<file path="config.mk">
export PLATFORM = sky130hd
export DESIGN_NAME = sum_accum
export DESIGN_NICKNAME = d
export VERILOG_FILES = /design/src/rtl/sum_accum_pkg.sv /design/src/rtl/sum_accum.sv
export SDC_FILE = /design/constraint.sdc
export NUM_CORES = 1
export LEC_CHECK = 0
export CORE_UTILIZATION = 50
export DETAILED_ROUTE_END_ITERATION = 8
export GPL_ROUTABILITY_DRIVEN = 0
export HOLD_SLACK_MARGIN = 0.06
export PLACE_DENSITY = 0.79
export SLEW_MARGIN = 20
export SYNTH_ARGS = -nofsm -noshare
export SYNTH_HDL_FRONTEND = slang
export SYNTH_SLANG_ARGS = --single-unit
export TNS_END_PERCENT = 5
</file>
<file path="constraint.sdc">
create_clock -name clk -period 6.7 [get_ports clk]
set_clock_uncertainty 0.05 [all_clocks]
set_input_delay 1.34 -clock clk [delete_from_list [all_inputs] [get_ports clk]]
set_output_delay 1.34 -clock clk [all_outputs]
set_load 0.1 [all_outputs]
</file>
<file path="src/rtl/sum_accum_pkg.sv">
// ============================================================================
// Module : sum_accum_pkg
// Brief  : Shared state encoding and default widths for the frame accumulator.
// Rev    : 1.0  initial release
// ============================================================================
`default_nettype none

package sum_accum_pkg;

  localparam int DEFAULT_DATA_W = 32;
  localparam int DEFAULT_ACC_W  = 40;

  typedef enum logic {
    ACC = 1'b0,
    OUT = 1'b1
  } state_t;

endpackage

`default_nettype wire

</file>
<file path="src/rtl/sum_accum.sv">
// ============================================================================
// Module : sum_accum
// Brief  : Accumulates FRAME_LEN signed sums per frame; holds total + overflow
//          flag on a valid/ready output until it is accepted.
// Rev    : 1.0  initial release
// ============================================================================
`default_nettype none

module sum_accum
  import sum_accum_pkg::*;
#(
  parameter int DATA_W    = DEFAULT_DATA_W,
  parameter int ACC_W     = DEFAULT_ACC_W,
  parameter int FRAME_LEN = 4
) (
  input  logic              clk,
  input  logic              rst_n,
  input  logic              in_valid,
  output logic              in_ready,
  input  logic [DATA_W-1:0] in_sum,
  input  logic              clear,
  output logic              out_valid,
  input  logic              out_ready,
  output logic [ACC_W-1:0]  out_total,
  output logic              out_ovf
);

  localparam int CNT_W = (FRAME_LEN > 1) ? $clog2(FRAME_LEN) : 1;
  localparam logic [CNT_W-1:0] C_LAST = CNT_W'(FRAME_LEN - 1);

  state_t             state_q, state_d;
  logic [ACC_W-1:0]   acc_q, acc_d;
  logic [CNT_W-1:0]   cnt_q, cnt_d;
  logic               ovf_q, ovf_d;
  logic [ACC_W-1:0]   total_q, total_d;
  logic               out_ovf_q, out_ovf_d;

  logic signed [DATA_W-1:0] in_sum_s;
  logic [ACC_W-1:0]         sum_ext;
  logic [ACC_W-1:0]         sum_next;
  logic                     samp_ovf;
  logic                     accept;

  assign in_sum_s = in_sum;
  assign sum_ext  = ACC_W'(in_sum_s);
  assign sum_next = acc_q + sum_ext;
  // Signed overflow: like-signed operands producing a result of the other sign.
  assign samp_ovf = (acc_q[ACC_W-1] == sum_ext[ACC_W-1]) &&
                    (sum_next[ACC_W-1] != acc_q[ACC_W-1]);

  assign in_ready  = (state_q == ACC);
  assign out_valid = (state_q == OUT);
  assign out_total = total_q;
  assign out_ovf   = out_ovf_q;
  assign accept    = in_valid && in_ready;

  always_comb begin
    state_d   = state_q;
    acc_d     = acc_q;
    cnt_d     = cnt_q;
    ovf_d     = ovf_q;
    total_d   = total_q;
    out_ovf_d = out_ovf_q;

    case (state_q)
      ACC: begin
        if (accept) begin
          if (cnt_q == C_LAST) begin
            state_d   = OUT;
            total_d   = sum_next;
            out_ovf_d = ovf_q | samp_ovf;
            acc_d     = '0;
            cnt_d     = '0;
            ovf_d     = 1'b0;
          end else begin
            acc_d = sum_next;
            cnt_d = cnt_q + CNT_W'(1);
            ovf_d = ovf_q | samp_ovf;
          end
        end
      end
      OUT: begin
        if (out_ready) begin
          state_d = ACC;
        end
      end
      default: state_d = ACC;
    endcase

    // Abort wins over any handshake in the same cycle; the held total is kept
    // but no longer presented.
    if (clear) begin
      state_d = ACC;
      acc_d   = '0;
      cnt_d   = '0;
      ovf_d   = 1'b0;
    end
  end

  always_ff @(posedge clk) begin
    if (!rst_n) begin
      state_q   <= ACC;
      acc_q     <= '0;
      cnt_q     <= '0;
      ovf_q     <= 1'b0;
      total_q   <= '0;
      out_ovf_q <= 1'b0;
    end else begin
      state_q   <= state_d;
      acc_q     <= acc_d;
      cnt_q     <= cnt_d;
      ovf_q     <= ovf_d;
      total_q   <= total_d;
      out_ovf_q <= out_ovf_d;
    end
  end

endmodule

`default_nettype wire

</file>
==> impl_results.md <==
* Worst EP arrival at 4.34 ns
* CP Depth at 10
* Max Clock Freq at 0.2442 GHz
* Required time worst endpoint at 6.95 ns
* Setup crit end kind: register
* Dpl hpwl at 10490 um
* Met2 wire len at 7030 um
* Syn nets at 749
* Run status: complete, no violations
* Routed len/inst at 16.92 um
* CTS Sinks at 85
* Post-route ant nets at 0
* Number of top-level pins at 80
* Total die area at 10940 um2
* Pint at 760.0 uW
* Setup TNS at 0 ns
* RR Startpoint: acc_q[12]
* Hold WC Path Type: reg -> reg
* FF-to-FF End: ovf_q
* Top Layer Used: met4
* Post-synth EDFFs at 0
* Hold Startpoint: acc_q[15]
* Largest net degree at the start of global routing at 36
* P&R area growth vs syn at 19.82%
* Initial DRT Pass Iterations at 5
* Initial core utilization at 51.23%
* Post-Synthesis Mean Instance Area at 7.847 um2
* Worst-skew pair later-pin latency at 0.38 ns
* Drc violations at 0
* Most used DFF post-synth: dfxtp_1
* Via Count at 5247
* Flop pwr share at 46.8%
* Finish-stage setup viols at 0
* PD cells at 177.4 nW/um2
* Final nets at 808
* H-Tree Depth at 3
* Worst-margin pin slew at 1.024 ns
* Crit path buffers/inverters at 1
* Total GRT Usage at 27.13%
* Ys Warns at 0
* Cell Area, Placed at 6125 um2
* Mapped cell area at 5265 um2
* Post-synth ARST share at 0%
* Buffers on Ports at 79
* Max-slew violations at 0
* Fin. Hold Viols at 0
* Die width at 104.6 um
* R2R setup slack at 3.69 ns
* Slowest stage delay, CP at 0.43 ns
* Cell chain of the critical path: clkdlybuf4s50_1 -> ha_1 -> a21oi_1 -> o21ai_0 -> or2_2 -> o211a_1 -> o21ai_1 -> o211a_1 -> mux2_2 -> a211oi_1
* Inserted Clock Buffers at 9
* Final instance area at 6309 um2
* First-pass GRT wire length at 24230 um
* Synthesized instance count at 671
* Period utilization at 61.12%
* Max-Cap Viols at 0
* Placeable Area at 10280 um2
* Maximum clock path buffer count at 2
* Crit path max-delay family: compound AO/OA/AOI/OAI gates
* Relative slew slack at 31.60%
* Antenna violations before repair at 0
* Die height at 104.6 um
* CP Launch Type: primary input
* CTS resizes at 0
* RSZ-0062 raised after global routing: no
* VDD IR-drop max at 88.21 uV
* Synth cell types at 64
* Crit-path max FO at 5
* Crit path max-delay cell type: clkdlybuf4s50_1
* Clock share of power at 32.3%
* Sw Share at 32.11%
* Clock root buffer: clkbuf_8
* Logic pwr share at 20.9%
* Number of setup buffers added after CTS at 0
* Reg2reg path depth at 9
* Row cnt at 37
* Hold buffers post-CTS at 0
* Switching pwr at 359.4 uW
* Diodes inserted at 0
* Seq cells post-synth at 85
* M1 wire length at 6239 um
* GRT Residual Overflow at 0
* Hold Path Stages at 2
* Routed wl met3 at 1036 um
* Share of layout cells above drive strength 1 at 5.170%
* Vias in the first global route at 5157
* Tmin final at 4.095 ns
* Starting DRT DRC Count at 249
* Worst hold endpoint: acc_q[15]
* Critical path class: in -> reg
* Top cell by count, worst path: o211a_1
* CTS tree: yes
* Clock-pin slew on the worst setup and hold paths at 0.10 ns
* Total leakage power at 2.549 nW
* Register area share after synthesis at 32.32%
* Vias per cell at 6.024
* Routed WL at 14740 um
==> placed cells by master, fill, tap and decap left out, types with 3 or more instances in the layout <==
| master | netlist | routed |
|---|---|---|
| nand2_1 | 97 | 97 |
| dfxtp_1 | 85 | 85 |
| clkdlybuf4s50_1 | 0 | 79 |
| a21oi_1 | 75 | 75 |
| nor2_1 | 49 | 48 |
| o21ai_0 | 45 | 45 |
| ha_1 | 40 | 40 |
| nand3_1 | 25 | 25 |
| a21o_1 | 23 | 23 |
| xnor2_1 | 20 | 20 |
| inv_1 | 15 | 15 |
| a22oi_1 | 15 | 15 |
| clkbuf_8 | 0 | 10 |
| xor2_1 | 9 | 9 |
| nand4_1 | 8 | 8 |
| o21bai_1 | 8 | 8 |
| nor3_1 | 8 | 8 |
| and2_1 | 7 | 7 |
| a31oi_1 | 7 | 7 |
| o211ai_1 | 7 | 7 |
| and3_1 | 6 | 6 |
| nor2b_1 | 6 | 6 |
| o21a_1 | 6 | 6 |
| or3_1 | 6 | 6 |
| or2_2 | 5 | 5 |
| buf_4 | 0 | 5 |
| nand2b_1 | 4 | 4 |
| and4_1 | 4 | 4 |
| o21ai_1 | 4 | 4 |
| o31ai_1 | 4 | 4 |
| a221o_1 | 3 | 3 |
| nand3b_1 | 3 | 3 |
| o211a_1 | 3 | 3 |
| a32oi_1 | 3 | 3 |
==> registers in the layout, indices dropped and copies added, names as in the netlist <==
register,cells
cnt_q,2
out_valid,1
acc_q,40
out_ovf,1
out_total,40
ovf_q,1
==> tightest hold or removal path: cells and delay by family, from the launching register on <==
kind,cells,cell delay [ns]
DFF,1,0.32
and+or+nand+nor,1,0.05
AOI/OAI and AO/OA,1,0.05
==> cell usage after synthesis, types with 5 or more instances <==
cell / n / area share [%]
nand2_1: 97 / 6.9
dfxtp_1: 85 / 32
a21oi_1: 75 / 7.1
nor2_1: 49 / 3.5
o21ai_0: 45 / 4.3
ha_1: 40 / 9.5
clkbuf_1: 30 / 2.1
nand3_1: 25 / 2.4
a21o_1: 23 / 3.3
xnor2_1: 20 / 3.3
a22oi_1: 15 / 2.1
inv_1: 15 / 1.1
xor2_1: 9 / 1.5
nand4_1: 8 / 0.95
nor3_1: 8 / 0.76
o21bai_1: 8 / 1.1
a31oi_1: 7 / 0.83
and2_1: 7 / 0.83
o211ai_1: 7 / 1.0
and3_1: 6 / 0.71
nor2b_1: 6 / 0.71
o21a_1: 6 / 0.86
or3_1: 6 / 0.71
buf_2: 5 / 0.48
or2_2: 5 / 0.59
==> area by class of cell <==
class | count | area [um2]
well taps | 136 | 170.2
clock buffers | 10 | 137.6
flip-flops and latches | 85 | 1702
clock inverters | 6 | 46.29
inverters | 15 | 56.30
repair buffers | 84 | 828.3
fillers | 947 | 3969
multi-input cells | 535 | 3368
==> cell families (layout without fill, tap and decap cells) <==
logic type	after synthesis	count (layout)	synth area share (%)
and+or+nand+nor	239	239	21.20
xor gates and xnor gates	30	30	5.252
DFF	85	85	32.32
adders and majority gates	41	41	9.886
AOI/OAI and AO/OA	223	223	27.19
buffers and inverters	51	115	3.755
muxes	2	2	0.4040
==> power by group through the flow <==
stage | clock (mW) | combinational, mW | sequential (mW)
6_report | 0.361 | 0.234 | 0.524
5_1_grt | 0.380 | 0.255 | 0.525
4_1_cts | 0.361 | 0.230 | 0.524
3_5_place_dp | 0 | 0.227 | 0.535
3_3_place_gp | 0 | 0.222 | 0.535
2_1_floorplan | 0 | 0.162 | 0.535
==> stage by stage <==
stage | setup WS [ns] | instances | util [%] | hold WS (ns) | power, mW
finish | 2.605 | 871 | 61.38 | 0.4097 | 1.119
global route | 2.353 | 871 | 61.38 | 0.4291 | 1.160
CTS | 2.646 | 871 | 61.38 | 0.4133 | 1.114
detailed placement | 2.256 | 855 | 59.59 | 0.3989 | 0.7627
global placement | 2.353 | 855 | 59.57 | 0.3912 | 0.7564
floorplan | 3.065 | 671 | - | 0.3791 | 0.6970
==> metal layers <==
metal  GRT usage, %  up-vias
li1               -     2538
met1          32.71     2431
met2          46.50      234
met3          4.741       44
met4          13.38        0
met5              0        -
==> worst max-delay path by stage <==
stage,to,start
6_report,ovf_q,in_sum[8]
5_1_grt,ovf_q,in_sum[8]
4_1_cts,ovf_q,in_sum[12]
3_5_place_dp,ovf_q,in_sum[12]
3_3_place_gp,ovf_q,in_sum[12]
2_1_floorplan,acc_q[33],in_sum[22]
(Power assumes the default switching activity.)
